### src/rtl/rv_pkg.sv
// Shared RV64 definitions: base opcodes used by fetch and control, and the
// fetch-stage FSM state encoding.
package rv_pkg;

  localparam logic [6:0] OP_RTYPE  = 7'b0110011;
  localparam logic [6:0] OP_LOAD   = 7'b0000011;
  localparam logic [6:0] OP_STORE  = 7'b0100011;
  localparam logic [6:0] OP_BRANCH = 7'b1100011;
  localparam logic [6:0] OP_IALU   = 7'b0010011;

  typedef enum logic [1:0] {
    S_REQ,
    S_WAIT,
    S_HOLD,
    S_DROP
  } fetch_state_e;

endpackage

### src/rtl/opcode_legal_chk.sv
// Combinational opcode legality check for the fetch stage; present only when
// FETCH_ILLEGAL_CHECK_EN is defined.
`ifdef FETCH_ILLEGAL_CHECK_EN
module opcode_legal_chk
  import rv_pkg::*;
(
  input  logic [6:0] opcode_i,
  output logic       illegal_o
);

  always_comb begin
    // NOTE: assigning a default before the case keeps this block latch-free.
    illegal_o = 1'b1;
    case (opcode_i)
      OP_RTYPE, OP_LOAD, OP_STORE, OP_BRANCH, OP_IALU: illegal_o = 1'b0;
      default:                                         illegal_o = 1'b1;
    endcase
  end

endmodule
`endif

### src/rtl/instr_fetch_unit.sv
// Single-outstanding instruction fetch with a one-entry decode buffer and
// branch redirect. Define FETCH_ILLEGAL_CHECK_EN to register an opcode-illegal flag.
module instr_fetch_unit
  import rv_pkg::*;
#(
  parameter int unsigned     PC_W     = 64,
  parameter logic [PC_W-1:0] RESET_PC = '0
) (
  input  logic            clk,
  input  logic            reset,
  output logic            imem_req_valid,
  output logic [PC_W-1:0] imem_req_addr,
  input  logic            imem_req_ready,
  input  logic            imem_rsp_valid,
  input  logic [31:0]     imem_rsp_data,
  output logic            dec_valid,
  input  logic            dec_ready,
  output logic [31:0]     dec_instr,
  output logic [6:0]      dec_opcode,
  output logic [PC_W-1:0] dec_pc,
  input  logic            redirect_valid,
  input  logic [PC_W-1:0] redirect_pc,
  output logic            dec_illegal
);

  fetch_state_e    state_q;
  logic [PC_W-1:0] pc_q;
  logic [PC_W-1:0] pc_inc_d;
  logic            dec_valid_q;
  logic [31:0]     dec_instr_q;
  logic [PC_W-1:0] dec_pc_q;

  assign pc_inc_d = pc_q + PC_W'(4);

`ifdef FETCH_ILLEGAL_CHECK_EN
  logic illegal_d;
  logic dec_illegal_q;

  opcode_legal_chk u_legal_chk (
    .opcode_i  (imem_rsp_data[6:0]),
    .illegal_o (illegal_d)
  );

  assign dec_illegal = dec_illegal_q;
`else
  assign dec_illegal = 1'b0;
`endif

  // Request is suppressed while reset is asserted, whatever the state register holds.
  assign imem_req_valid = (state_q == S_REQ) && !reset;
  assign imem_req_addr  = pc_q;
  assign dec_valid      = dec_valid_q;
  assign dec_instr      = dec_instr_q;
  assign dec_opcode     = dec_instr_q[6:0];
  assign dec_pc         = dec_pc_q;

  // NOTE: sequential state uses non-blocking assignments so every register
  // samples pre-edge values; the decode payload is reset too since it is visible.
  always_ff @(posedge clk) begin
    if (reset) begin
      state_q     <= S_REQ;
      pc_q        <= RESET_PC;
      dec_valid_q <= 1'b0;
      dec_instr_q <= '0;
      dec_pc_q    <= '0;
`ifdef FETCH_ILLEGAL_CHECK_EN
      dec_illegal_q <= 1'b0;
`endif
    end else if (redirect_valid) begin
      pc_q        <= redirect_pc;
      dec_valid_q <= 1'b0;
      case (state_q)
        S_REQ:   state_q <= imem_req_ready ? S_DROP : S_REQ;
        S_WAIT:  state_q <= imem_rsp_valid ? S_REQ : S_DROP;
        S_DROP:  state_q <= imem_rsp_valid ? S_REQ : S_DROP;
        default: state_q <= S_REQ;
      endcase
    end else begin
      case (state_q)
        S_REQ: if (imem_req_ready) state_q <= S_WAIT;
        S_WAIT: begin
          if (imem_rsp_valid) begin
            dec_instr_q <= imem_rsp_data;
            dec_pc_q    <= pc_q;
            dec_valid_q <= 1'b1;
            pc_q        <= pc_inc_d;
`ifdef FETCH_ILLEGAL_CHECK_EN
            dec_illegal_q <= illegal_d;
`endif
            state_q     <= S_HOLD;
          end
        end
        S_HOLD: begin
          if (dec_valid_q && dec_ready) begin
            dec_valid_q <= 1'b0;
            state_q     <= S_REQ;
          end
        end
        S_DROP:  if (imem_rsp_valid) state_q <= S_REQ;
        default: state_q <= S_REQ;
      endcase
    end
  end

endmodule
### config.mk
export PLATFORM = sky130hd
export DESIGN_NAME = instr_fetch_unit
export DESIGN_NICKNAME = d
export VERILOG_FILES = /design/src/rtl/rv_pkg.sv /design/src/rtl/opcode_legal_chk.sv /design/src/rtl/instr_fetch_unit.sv
export SDC_FILE = /design/constraint.sdc
export NUM_CORES = 1
export LEC_CHECK = 0
export CORE_MARGIN = 2
export CORE_UTILIZATION = 23
export CTS_CLUSTER_SIZE = 40
export DETAILED_ROUTE_END_ITERATION = 10
export PLACE_DENSITY = 0.56
export SYNTH_ARGS = -nofsm -noshare
export SYNTH_HDL_FRONTEND = slang
export SYNTH_SLANG_ARGS = --single-unit
### constraint.sdc
create_clock -name clk -period 5.45 [get_ports clk]
set_clock_uncertainty 0.15 [all_clocks]
set_input_delay 1.09 -clock clk [delete_from_list [all_inputs] [get_ports clk]]
set_output_delay 1.09 -clock clk [all_outputs]
set_load 0.02 [all_outputs]
==> reports/metrics.yaml, run 1 <==
outcome: "finished clean"
area_delta_synth_final_pct: 45.2
ys_seq_area_share_pct: 42.2
routedWlPerCell_um: 17.9
gp_routability_congestion: 0.853
endpoint_kind: "flip-flop"
async_flop_share_pct: 0
tns_ns: 0
hp-class: "reg -> reg"
grt_pass1_wl_um: 46000
mostFrequentLayoutCells: "clkdlybuf4s50_1 (268), nand2_1 (239), dfxtp_1 (163)"
yosys_warnings: 0
post-place-ws_ns: 1.32
max_freq_ghz: 0.273
worstSetupPathType: "in -> reg"
rows: 67
hold_buffers: 0
grt_pass1_vias: 7617
drive_gt1_share_pct: 5.27
slew_headroom_pct: 29.2
clkSlewWorstSetupHoldPaths_ns: 0.07
cp.arrival_ns: 3.79
maxCapViolCount: 0
ios: 272
crit_required_ns: 5.58
start_util_pct: 23.2
rsz0062_at_grt: "no"
drv_slew: 0
final_common_cell: "clkdlybuf4s50_1"
firstDrtPassIters: 4
final_nets: 1305
grt_max_degree: 94
clock_sinks: 163
postCtsSetupRepairBufs: 0
yosys.cell_types.count: 61
cts_buffer_depth: 2
die_w_um: 187
first_iter_violations: 467
fin_util_pct: 33.7
ff2ff_path_depth: 6
finalSetupViolations: 0
period_share_pct: 67.2
ir_drop_uv: 199
p_total_mw: 2.90
cts-root-buf: "clkbuf_16"
ys.flop_type: "dfxtp_1"
cts_repair_resize_count: 0
tightest_slew_ns: 1.06
avgViaCountPerCell: 4.83
worstPathMaxFanout: 14
synthCells: 994
synthesis.nets: 1097
tritoncts: "yes"
coreArea_sq_mm: 0.0334
synth.ff_latch_count: 163
die_area_sq_mm: 0.0351
route.detailed.drc: 0
start_kind: "input port"
hpwl_um: 21000
period_minus_slack_ns: 3.66
powerDensity_mw_per_mm2: 258
synth_edf_count: 0
fin_ws_ns: 1.79
cts-buffers-inserted: 17
final-hold-violation-count: 0
drtAntennaViolNets: 0
p_leak_nw: 3.57
track_usage_pct: 16.8
htreeDepth: 4
totalWireLength_um: 29900
antenna_found_initial: 5
mappedNetlistArea_sq_mm: 0.00774
min_delay_path_depth: 2
clock_latency_ns: 0.45
die_h_um: 187
grt_overflow_total: 0
dr_total_vias: 8049
synth.avg_cell_area_sq_um: 7.78
io_buffers: 270
routing by layer:
| metal | track usage, % | vias up | part of all wire, % |
|---|---|---|---|
| met2 | 27.0 | 262 | 47 |
| li1 | - | 3909 | - |
| met1 | 21.6 | 3843 | 44 |
| met4 | 5.36 | 4 | 1.6 |
| met5 | 0 | - | 0.10 |
| met3 | 5.08 | 31 | 7.4 |
worst max-delay path: stages:
cell	delay (ns)
clkdlybuf4s50_1	0.63
nand4b_2	0.20
or4_1	0.93
or4_4	0.67
nor3b_2	0.19
a2111oi_2	0.07
final cells by class:
type / instances / area [sq um]
flip-flops and latches: 163 / 3260
repair buffers: 277 / 2750
well taps: 448 / 561
diodes: 3 / 7.51
clock buffers: 18 / 429
inverters: 9 / 33.8
multi-input cells: 734 / 4070
fillers: 3639 / 22100
clock inverters: 14 / 116
cell usage after synthesis, types with 8 or more instances:
cell / number / area (sq um)
buf_2: 10 / 50.1
a311oi_1: 8 / 70.1
and3_1: 10 / 62.6
buf_4: 8 / 60.1
o21ai_0: 11 / 55.1
nor4_1: 26 / 163
a211oi_1: 24 / 180
nor2_1: 66 / 248
clkbuf_1: 62 / 233
a21oi_1: 110 / 551
nand2_1: 240 / 901
nand3_1: 25 / 125
or3_1: 11 / 68.8
mux2i_1: 12 / 120
xor2_1: 11 / 96.3
nor2b_1: 8 / 50.1
nor3_1: 24 / 120
dfxtp_1: 163 / 3260
nand4_1: 43 / 269
xnor2_1: 23 / 201
or4_1: 11 / 82.6
and4_1: 15 / 131
state kept, by name (all words and copies together) (netlist names):
name	cells
imem_req_addr	64
dec_instr	32
dec_pc	64
state_q	2
dec_valid	1
through the flow:
stage,hold slack (ns),area [sq um],instances
finish,0.303,11200,1666
global route,0.323,11200,1665
CTS,0.305,11200,1663
detailed placement,0.296,10700,1631
global placement,0.291,10700,1631
floorplan,0.385,7740,994
where the power goes:
group | switching [mW] | internal, mW | total (mW)
Clock | 0.567 | 0.598 | 1.16
Sequential | 0.0935 | 1.24 | 1.33
Combinational | 0.204 | 0.199 | 0.403
Total | 0.864 | 2.04 | 2.90
worst paths after layout:
path / start / end / slack, ns
hold / removal: dec_instr[29] / dec_instr[29] / 0.30
setup / recovery: imem_rsp_valid / imem_req_addr[44] / 1.79
setup reg to reg: imem_req_addr[3] / imem_req_addr[44] / 2.16
hold reg to reg: dec_instr[29] / dec_instr[29] / 0.30
cells by family after synthesis:
logic type,Yosys count,synth area share [%]
adders and majority gates,1,0.162
muxes,13,1.70
other,1,0.0485
xor gates and xnor gates,34,3.85
and+or+nand+nor,507,32.7
DFF,163,42.2
AOI/OAI and AO/OA,178,14.0
buffers and inverters,97,5.37
Note: power is estimated with default switching activity, not from simulation.
==> inputs of run 2 (changes only) <==
PLACE_DENSITY = 0.58   (was 0.56)
clock period = 3.2 ns   (was 5.45 ns; I/O delays follow)
==> run 2 against run 1 <==
Effect of this change:
- wire length up 1.7%
- total power up 73%
- critical endpoint is now imem_req_addr[49]
- count of clock-buffer cells in the layout unchanged
- sequential power up 66%
- non-clock buffer count up 46
- largest cell class unchanged
- combinational power up 99%
- final area up 3.8%
==> reports/metrics.yaml, run 2 (synthesis results as in run 1) <==
cts_repair_resize_count: 0
clock_sinks: 163
drtAntennaViolNets: 0
hold_buffers: 0
clkSlewWorstSetupHoldPaths_ns: 0.07
gp_routability_congestion: 0.869
worstPathMaxFanout: 8
coreArea_sq_mm: 0.0334
mostFrequentLayoutCells: "clkdlybuf4s50_1 (268), nand2_1 (239), dfxtp_1 (163)"
cts_buffer_depth: 2
cp.arrival_ns: 3.06
powerDensity_mw_per_mm2: 429
start_util_pct: 23.2
tritoncts: "yes"
grt_overflow_total: 0
fillers: 3537
clock_latency_ns: 0.44
maxCapViolCount: 0
worstSetupPathType: "reg -> reg"
die_area_sq_mm: 0.0351
drv_slew: 0
max_freq_ghz: 0.350
period_minus_slack_ns: 2.86
outcome: "finished clean"
ios: 272
routedWlPerCell_um: 17.8
totalWireLength_um: 30400
final_nets: 1351
endpoint_kind: "flip-flop"
route.detailed.drc: 0
rows: 67
dr_total_vias: 8212
drive_gt1_share_pct: 8.72
htreeDepth: 4
die_w_um: 187
p_leak_nw: 3.83
slew_headroom_pct: 43.7
avgViaCountPerCell: 4.79
cp_slowest_cell: "or4_1"
rsz0062_at_grt: "no"
cts-root-buf: "clkbuf_16"
crit_family: "simple AND/OR/NAND/NOR gates"
die_h_um: 187
crit_path_cell_trace: "nand4_1, buf_4, or4_1, nor4_1, xnor2_1, a211oi_1"
track_usage_pct: 17.2
ir_drop_uv: 356
critical_path_buf_inv_count: 1
cpPeakStageDelay_ns: 0.72
hold_ws_ns: 0.302
grt_max_degree: 165
grt_pass1_vias: 8007
final-hold-violation-count: 0
finalSetupViolations: 0
grt_pass1_wl_um: 47100
tns_ns: 0
start_kind: "flip-flop"
firstDrtPassIters: 5
period_share_pct: 89.3
hp-class: "reg -> reg"
crit_required_ns: 3.40
antenna_found_initial: 4
io_buffers: 270
post-place-ws_ns: 0.0264
postCtsSetupRepairBufs: 0
hpwl_um: 21700
first_iter_violations: 536
final_common_cell: "clkdlybuf4s50_1"
area_delta_synth_final_pct: 50.7
fin_ws_ns: 0.344
cts-buffers-inserted: 17
tightest_slew_ns: 0.844
-- run 2: area by class of cell --
type	instances	area (sq um)	share of cell area, %
flip-flops and latches	163	3260	28.0
repair buffers	323	3170	27.2
well taps	448	561	4.81
diodes	4	10.0	0.0859
clock inverters	14	116	0.998
multi-input cells	734	4070	34.9
clock buffers	18	429	3.68
inverters	9	33.8	0.290
-- run 2: metal layers --
metal	global-route usage [%]	part of all wire, %	vias to the layer above
met1	22.0	44	3917
met5	0	0	-
met4	6.24	2.1	0
li1	-	-	3998
met2	27.6	47	263
met3	4.97	7.3	34
-- run 2: worst paths after layout --
check	end	cells after the start	slack [ns]	from
min	dec_pc[0]	2	0.30	dec_pc[0]
max	imem_req_addr[49]	6	0.34	imem_req_addr[11]
max reg2reg	imem_req_addr[49]	6	0.34	imem_req_addr[11]
min reg2reg	dec_pc[0]	2	0.30	dec_pc[0]
-- run 2: metrics by stage --
stage | instances | total power [mW] | area [sq um] | util (%)
floorplan | 994 | 2.60 | 7740 | -
global placement | 1677 | 3.05 | 11100 | 33.3
detailed placement | 1677 | 3.06 | 11100 | 33.3
CTS | 1709 | 5.07 | 11600 | 34.9
global route | 1712 | 5.23 | 11700 | 34.9
finish | 1713 | 5.01 | 11700 | 34.9
-- run 2: worst reg2reg max path: cells and delay by family (launching register included) --
family | cells | cell delay, ns
AND/OR/NAND/NOR | 3 | 1.60
flip-flops | 1 | 0.41
buffers and inverters | 1 | 0.27
AO/OA/AOI/OAI | 1 | 0.23
XOR/XNOR | 1 | 0.11
-- run 2: report_power, final --
group	total (mW)	leakage [nW]	switching [mW]	internal, mW
combinational	0.803	2.23	0.417	0.386
clock	1.99	0.269	0.973	1.02
sequential	2.21	1.33	0.103	2.11
